===== config.mk =====
export PLATFORM = sky130hd
export DESIGN_NAME = register8_bank_master
export DESIGN_NICKNAME = d
export VERILOG_FILES = /design/src/rtl/register8_bank_master.sv
export SDC_FILE = /design/constraint.sdc
export NUM_CORES = 1
export LEC_CHECK = 0
export CORE_UTILIZATION = 41
export CTS_CLUSTER_SIZE = 10
export DETAILED_ROUTE_END_ITERATION = 7
export DONT_BUFFER_PORTS = 1
export HOLD_SLACK_MARGIN = 0.06
export PLACE_DENSITY = 0.61
export REMOVE_ABC_BUFFERS = 1
export SLEW_MARGIN = 10
export SYNTH_ARGS = -nofsm -noshare
export SYNTH_HDL_FRONTEND = slang
export SYNTH_SLANG_ARGS = --single-unit

===== constraint.sdc =====
create_clock -name clk -period 4.33 [get_ports clk]
set_input_delay 0.433 -clock clk [delete_from_list [all_inputs] [get_ports clk]]
set_output_delay 0.433 -clock clk [all_outputs]
set_load 0.02 [all_outputs]

===== src/rtl/register8_bank_master.sv =====
// register8_bank_master: command-driven initiator for an 8x8 register bank.
// Accepts write / dual-read commands on a valid/ready stream and drives the
// bank's write port and two combinational read ports. Read data is returned
// on a valid/ready response stream. Writes to X0 are dropped and counted.
//
// Optional build macro REG8_MASTER_WRITE_VERIFY_EN adds a VERIFY state after
// WRITE that reads the written register back, flags mismatches on a sticky
// verify_err output and returns the readback as a response tagged rsp_is_wr.
`timescale 1ns/1ps

module register8_bank_master #(
  parameter int unsigned DATA_W = 8,
  parameter int unsigned ADDR_W = 3,
  parameter int unsigned CNT_W  = 16
) (
  input  logic              clk,
  input  logic              rst,
  // command stream
  input  logic              cmd_valid,
  output logic              cmd_ready,
  input  logic              cmd_op,
  input  logic [ADDR_W-1:0] cmd_waddr,
  input  logic [DATA_W-1:0] cmd_wdata,
  input  logic [ADDR_W-1:0] cmd_raddr1,
  input  logic [ADDR_W-1:0] cmd_raddr2,
  // response stream
  output logic              rsp_valid,
  input  logic              rsp_ready,
  output logic [DATA_W-1:0] rsp_data1,
  output logic [DATA_W-1:0] rsp_data2,
`ifdef REG8_MASTER_WRITE_VERIFY_EN
  output logic              rsp_is_wr,
  output logic              verify_err,
`endif
  // register bank ports
  output logic              rf_we,
  output logic [ADDR_W-1:0] rf_wa,
  output logic [DATA_W-1:0] rf_wd,
  output logic [ADDR_W-1:0] rf_ra1,
  output logic [ADDR_W-1:0] rf_ra2,
  input  logic [DATA_W-1:0] rf_rd1,
  input  logic [DATA_W-1:0] rf_rd2,
  // statistics
  output logic [CNT_W-1:0]  wr_count,
  output logic [CNT_W-1:0]  drop_count
);

  localparam int unsigned ST_W = 3;

  localparam logic [ST_W-1:0] IDLE   = 3'd0;
  localparam logic [ST_W-1:0] WRITE  = 3'd1;
  localparam logic [ST_W-1:0] READ   = 3'd2;
  localparam logic [ST_W-1:0] RESP   = 3'd3;
`ifdef REG8_MASTER_WRITE_VERIFY_EN
  localparam logic [ST_W-1:0] VERIFY = 3'd4;
`endif

  logic [ST_W-1:0] state;
  logic [ST_W-1:0] state_nxt;

  logic cmd_accept;
  logic wr_accept;
  logic drop_accept;
  logic rd_accept;

  // Command decode: cmd_ready is the registered "in IDLE" flag.
  always_comb begin
    cmd_accept  = cmd_valid & cmd_ready;
    wr_accept   = 1'b0;
    drop_accept = 1'b0;
    rd_accept   = 1'b0;
    if (cmd_accept && (state == IDLE)) begin
      if (cmd_op) begin
        rd_accept = 1'b1;
      end else if (cmd_waddr != '0) begin
        wr_accept = 1'b1;
      end else begin
        drop_accept = 1'b1;
      end
    end
  end

  // Next-state logic.
  always_comb begin
    state_nxt = state;
    case (state)
      IDLE: begin
        if (rd_accept) begin
          state_nxt = READ;
        end else if (wr_accept) begin
          state_nxt = WRITE;
        end
      end
      WRITE: begin
`ifdef REG8_MASTER_WRITE_VERIFY_EN
        state_nxt = VERIFY;
`else
        state_nxt = IDLE;
`endif
      end
`ifdef REG8_MASTER_WRITE_VERIFY_EN
      VERIFY: state_nxt = RESP;
`endif
      READ: state_nxt = RESP;
      RESP: begin
        if (rsp_ready) begin
          state_nxt = IDLE;
        end
      end
      default: state_nxt = IDLE;
    endcase
  end

  // State register.
  always_ff @(posedge clk) begin
    if (rst) begin
      state <= IDLE;
    end else begin
      state <= state_nxt;
    end
  end

  // Handshake and write-enable outputs, registered from the next state.
  always_ff @(posedge clk) begin
    if (rst) begin
      cmd_ready <= 1'b1;
      rsp_valid <= 1'b0;
      rf_we     <= 1'b0;
    end else begin
      cmd_ready <= (state_nxt == IDLE);
      rsp_valid <= (state_nxt == RESP);
      rf_we     <= (state_nxt == WRITE);
    end
  end

  // Bank address/data: latched on accept, held otherwise.
  always_ff @(posedge clk) begin
    if (rst) begin
      rf_wa  <= '0;
      rf_wd  <= '0;
      rf_ra1 <= '0;
      rf_ra2 <= '0;
    end else begin
      if (wr_accept) begin
        rf_wa <= cmd_waddr;
        rf_wd <= cmd_wdata;
      end
      if (rd_accept) begin
        rf_ra1 <= cmd_raddr1;
        rf_ra2 <= cmd_raddr2;
      end
`ifdef REG8_MASTER_WRITE_VERIFY_EN
      // Point read port 1 at the just-written register for readback.
      if (state == WRITE) begin
        rf_ra1 <= rf_wa;
      end
`endif
    end
  end

  // Response data capture from the bank's combinational read ports.
  always_ff @(posedge clk) begin
    if (rst) begin
      rsp_data1 <= '0;
      rsp_data2 <= '0;
    end else begin
      if (state == READ) begin
        rsp_data1 <= rf_rd1;
        rsp_data2 <= rf_rd2;
      end
`ifdef REG8_MASTER_WRITE_VERIFY_EN
      if (state == VERIFY) begin
        rsp_data1 <= rf_rd1;
      end
`endif
    end
  end

`ifdef REG8_MASTER_WRITE_VERIFY_EN
  // Response tag and sticky readback-mismatch flag.
  always_ff @(posedge clk) begin
    if (rst) begin
      rsp_is_wr  <= 1'b0;
      verify_err <= 1'b0;
    end else begin
      if (state == READ) begin
        rsp_is_wr <= 1'b0;
      end
      if (state == VERIFY) begin
        rsp_is_wr <= 1'b1;
        if (rf_rd1 != rf_wd) begin
          verify_err <= 1'b1;
        end
      end
    end
  end
`endif

  // Saturating statistics: a write counts on the edge that commits it.
  always_ff @(posedge clk) begin
    if (rst) begin
      wr_count   <= '0;
      drop_count <= '0;
    end else begin
      if ((state == WRITE) && (wr_count != '1)) begin
        wr_count <= wr_count + CNT_W'(1);
      end
      if (drop_accept && (drop_count != '1)) begin
        drop_count <= drop_count + CNT_W'(1);
      end
    end
  end

endmodule


-- Word-level counts from Yosys, hierarchy flattened
Index checks and enable logic that the tools add are counted.
- $add $sub $neg: 2
- eq/ne operators: 7
- muxes and demuxes: 12
- bitwise operators: 1
- reduce and logical (&&, ||, !) cells: 6
- operators with widths (kind ; number):
    adder 16 x 1 -> 16 bit (second input constant) ; 2
    inequality test 16 bit (second input constant) ; 2
    == test 3 x 2 -> 1 bit (second input constant) ; 3
    two-way mux 3 bit ; 3
    case mux 3 bit (3 select lines) ; 1
    two-way mux 1 bit ; 8
    == test 3 x 1 -> 1 bit (second input constant) ; 2
    zero test 3 bit ; 2
    logical AND 1 bit ; 3
    nonzero test 3 bit ; 1
    AND 1 bit ; 1
- register bits: 71
- input port bits: 38
- output and inout bits: 68
- logic and storage cells: 40

-- Logic depth before layout (Yosys ltp)
- depth in word-level cells: 8
- mapped depth: 6

-- Worst setup path after synthesis
Ideal clock, no wire load.
- path kind: reg-to-reg
- start point: register wr_count[0]
- end point: register wr_count[14]
- data arrival time: 1719 ps
- required time: 4199 ps
- setup slack: 2480 ps
- stages on the path, launching flop included: 6
- buffers on the path: 0
- clock period less this slack: 1850 ps
- cell sequence: dfxtp_1 > ha_1 > nand3_1 > nor4_1 > nor4bb_1 > nor3_1
- longest elaborated chain between the ends: 2
- elaborated cells on any way between the ends: 3
- classes of those cells: add/sub (1); eq/ne (1); reduce/logical (1)
- RTL lines (element ; line ; source):
    from (decl) ; 44 ; output logic [CNT_W-1:0] wr_count,
    from (signal assigned) ; 206 ; wr_count <= wr_count + CNT_W'(1);
    parallel branches: the longest is 2 deep, another holds adder 16 x 1 -> 16 bit ; -- ;
Parallel ways; which one is timed is not known.
A chain may end at the register's enable or synchronous reset.

-- Worst setup path after layout
- start point: register drop_count[1]
- end point: register drop_count[12]
- longest elaborated chain between the ends: 2
- elaborated cells on any way between the ends: 3
- classes of those cells: add/sub (1); eq/ne (1); reduce/logical (1)
- RTL lines (element ; line ; source):
    from (decl) ; 45 ; output logic [CNT_W-1:0] drop_count
    from (signal assigned) ; 209 ; drop_count <= drop_count + CNT_W'(1);
    parallel branches: the longest is 2 deep, another holds adder 16 x 1 -> 16 bit ; -- ;
Parallel ways; which one is timed is not known.

==> run_results.csv <==
group,metric,value,unit
run_status,status,"finished, final reports clean",
grt,grt.total_usage,18.7,%
yosys,syn-mean-instance-area,8.75,µm²
yosys,yosysTopAreaCell,"dfxtp_1",
floorplanning,pin_count,106,
yosys,async_flop_share,0,%
yosys,synthTopCellsByArea,"dfxtp_1, nand2_1, a21oi_1",
setup_path,cp-end-kind,"flip-flop",
detailed_routing,met1_length,3160,µm
place,place_congestion,0.728,
setup_path,critPathLaunchType,"flip-flop",
detailed_routing,top_layer_used,"met4",
detailed_routing,ant_nets,0,
detailed_routing,drt_wl_total,7210,µm
yosys,synth_top_area_share,45.0,%
detailed_routing,route.detailed.drc,0,
pwr,power,1.38,mW
detailed_routing,avgRoutedWirePerCell,15.7,µm
cts,post_cts_buffers,0,
setup_path,r2r_end,"drop_count[12]$_SDFFE_PP0P_",
hold_path,min-delay-start,"rst",
setup_path,reg2reg_depth,4,
sta,tightestPinTransition,730,ps
cts,cts_sinks,71,
final_layout,diodes,0,
floorplanning,die_height,89.8,µm
yosys,synthMostInstantiatedCell,"dfxtp_1",
setup_path,reg2reg_from,"drop_count[1]$_SDFFE_PP0P_",
setup_path,ff2ff_setup_slack,2190,ps
hold_path,whs_endpoint,"rf_ra2[0]$_SDFFE_PP0P_",
detailed_routing,drtPass1Iterations,4,
yosys,synth_common_cells,"dfxtp_1, nand2_1, a21oi_1",
grt,first_global_vias,2545,
floorplanning,die_x,89.8,µm
cts,cts_root_buf,"clkbuf_8",
setup_path,cp_max_fo,12,
cts,cts_buffers,9,
cts,hold_buffers,0,
yosys,synthFlopType,"dfxtp_1",
final_layout,drive_gt1_share,10.0,%
yosys,syn-cell-area,3160,µm²
detailed_routing,drt-vias-per-instance,5.72,
final_layout,finalNetCount,395,
sta,rsz0062_at_grt,"false",
sta,fin_setup_tns,0,ps
sta,hold_viol_final,0,
sta,skew,6.11,ps
hold_path,hold_depth,1,
place,port_buffers,0,
sta,min_period,2140,ps
job,maxCapViolCount,0,
final_layout,n_fill_cell,742,
pwr,leakage,1.13,nW
yosys,netlist_instances,361,
yosys,ys_ff_latch,71,
floorplanning,start_util,43.1,%
sta,slew_viol_final,0,
yosys,synth_edf_count,0,
floorplanning,die_area,8060,µm²
grt,antenna_found_initial,0,
pwr,power.density,398,nW/µm²
detailed_routing,met3_wirelength,424,µm
floorplanning,core,7330,µm²
setup_path,arrival,2370,ps
final_layout,multi_input_area,1630,µm²
grt,overflow,0,
final_layout,fin_cells,459,
grt,grt_max_degree,75,
cts,clock_latency,340,ps
cts,path_clk_slew,80,ps
cts,clockBufferDepth,2,
yosys,yosysUniqueCellTypes,56,
sta,setup_violations,0,
yosys,yosys_warnings,0,
detailed_routing,vias,2626,
place,placedCellCount,443,
yosys,yosysSeqAreaShare,45.0,%
pwr,irDropWorstVdd,0.143,mV
final_layout,syn_to_final_growth,9.47,%
sta,setup_ws,2190,ps
grt,grt_pass1_wl,12400,µm
cts,cts_htree_levels,3,
floorplanning,rows,31,
final_layout,register_area,1420,µm²
sta,finalCritPeriodShare,49.5,%
cts,cts_tree,"done",
sta,maxSlewHeadroom,50.9,%
detailed_routing,route.met2.wl,3510,µm
hold_path,hp-class,"primary input to flip-flop",
setup_path,cp.required,4560,ps
place,dp_hpwl,4990,µm
setup_path,path_class,"flip-flop to flip-flop",
place,place_ws,2140,ps
cts,cts_resized,0,
sta,timing.hold.ws,171,ps
detailed_routing,drtIter0Drc,94,
sta,max_freq,0.467,GHz
## worst max path at each step
stage,from,endpoint,slack (ps),cells after the start
final,drop_count[1]$_SDFFE_PP0P_,drop_count[12]$_SDFFE_PP0P_,2190,4
after global routing,drop_count[0]$_SDFFE_PP0P_,drop_count[10]$_SDFFE_PP0P_,1960,4
after CTS,drop_count[0]$_SDFFE_PP0P_,drop_count[12]$_SDFFE_PP0P_,2160,4
after detailed placement,cmd_waddr[2],drop_count[14]$_SDFFE_PP0P_,2140,4
after global placement,cmd_waddr[2],drop_count[10]$_SDFFE_PP0P_,2170,4
after floorplan,cmd_waddr[2],drop_count[12]$_SDFFE_PP0P_,2410,4
## logic make-up (layout without fill, tap and decap cells)
kind of cell               after synthesis  count (layout)  synth area share, %
buffers and inverters                   23              22                 3.25
muxes                                   10              10                 3.49
other                                    1               1                0.119
DFF                                     71              71                 45.0
AOI/OAI and AO/OA                       79              79                 15.8
and+or+nand+nor                        175             175                 31.6
adders and majority gates                2               2                0.792
## where the power goes
group          total (mW)  switching [mW]  leakage [nW]  internal [mW]
logic              0.0330          0.0201         0.427         0.0128
registers           0.682          0.0192         0.574          0.663
clock network       0.662           0.248         0.130          0.414
## cell type report
cell class / instances / area share (%)
clock buffers: 11 / 4.38
clock inverters: 5 / 3.00
inverters: 6 / 0.651
multi-input cells: 267 / 47.3
flip-flops and latches: 71 / 41.1
well taps: 99 / 3.58
## placed cells by master (no fill, tap or decap), types with 5 or more instances in the layout
cell type | Yosys | routed
or3_1 | 6 | 6
nand2_1 | 68 | 68
a21oi_1 | 47 | 47
dfxtp_1 | 71 | 71
clkbuf_8 | 0 | 11
nor4_1 | 6 | 6
mux2_1 | 6 | 6
nand3_1 | 19 | 19
nor2_1 | 18 | 18
o31ai_1 | 10 | 10
nor2b_1 | 7 | 7
nand4_1 | 7 | 7
nor3_1 | 5 | 5
or4_1 | 9 | 9
and4_1 | 5 | 5
inv_1 | 6 | 6
## worst max-delay path, cell delays in order (launching register included)
cell	delay, ps
dfxtp_1	490
ha_1	360
nand4_1	390
or4_1	640
o211a_1	150
## layer usage
metal	track usage, %	vias to the layer above
met4	7.79	0
met1	22.8	1236
met2	31.2	75
met5	0	-
met3	4.91	10
li1	-	1305
## registers in the layout, summed over array words and instances (netlist names), 3 cells and up
| signal | count |
|---|---|
| drop_count | 16 |
| rf_ra1 | 3 |
| rf_ra2 | 3 |
| rf_wa | 3 |
| rf_wd | 8 |
| rsp_data1 | 8 |
| rsp_data2 | 8 |
| state | 3 |
| wr_count | 16 |
## per-stage QoR
stage / area [µm²] / util [%]
finish: 3460 / 47.2
global placement: 3200 / 43.7
global route: 3460 / 47.2
CTS: 3460 / 47.2
detailed placement: 3200 / 43.7
floorplan: 3080 / -
No activity file was read; power rests on OpenSTA's default activity.
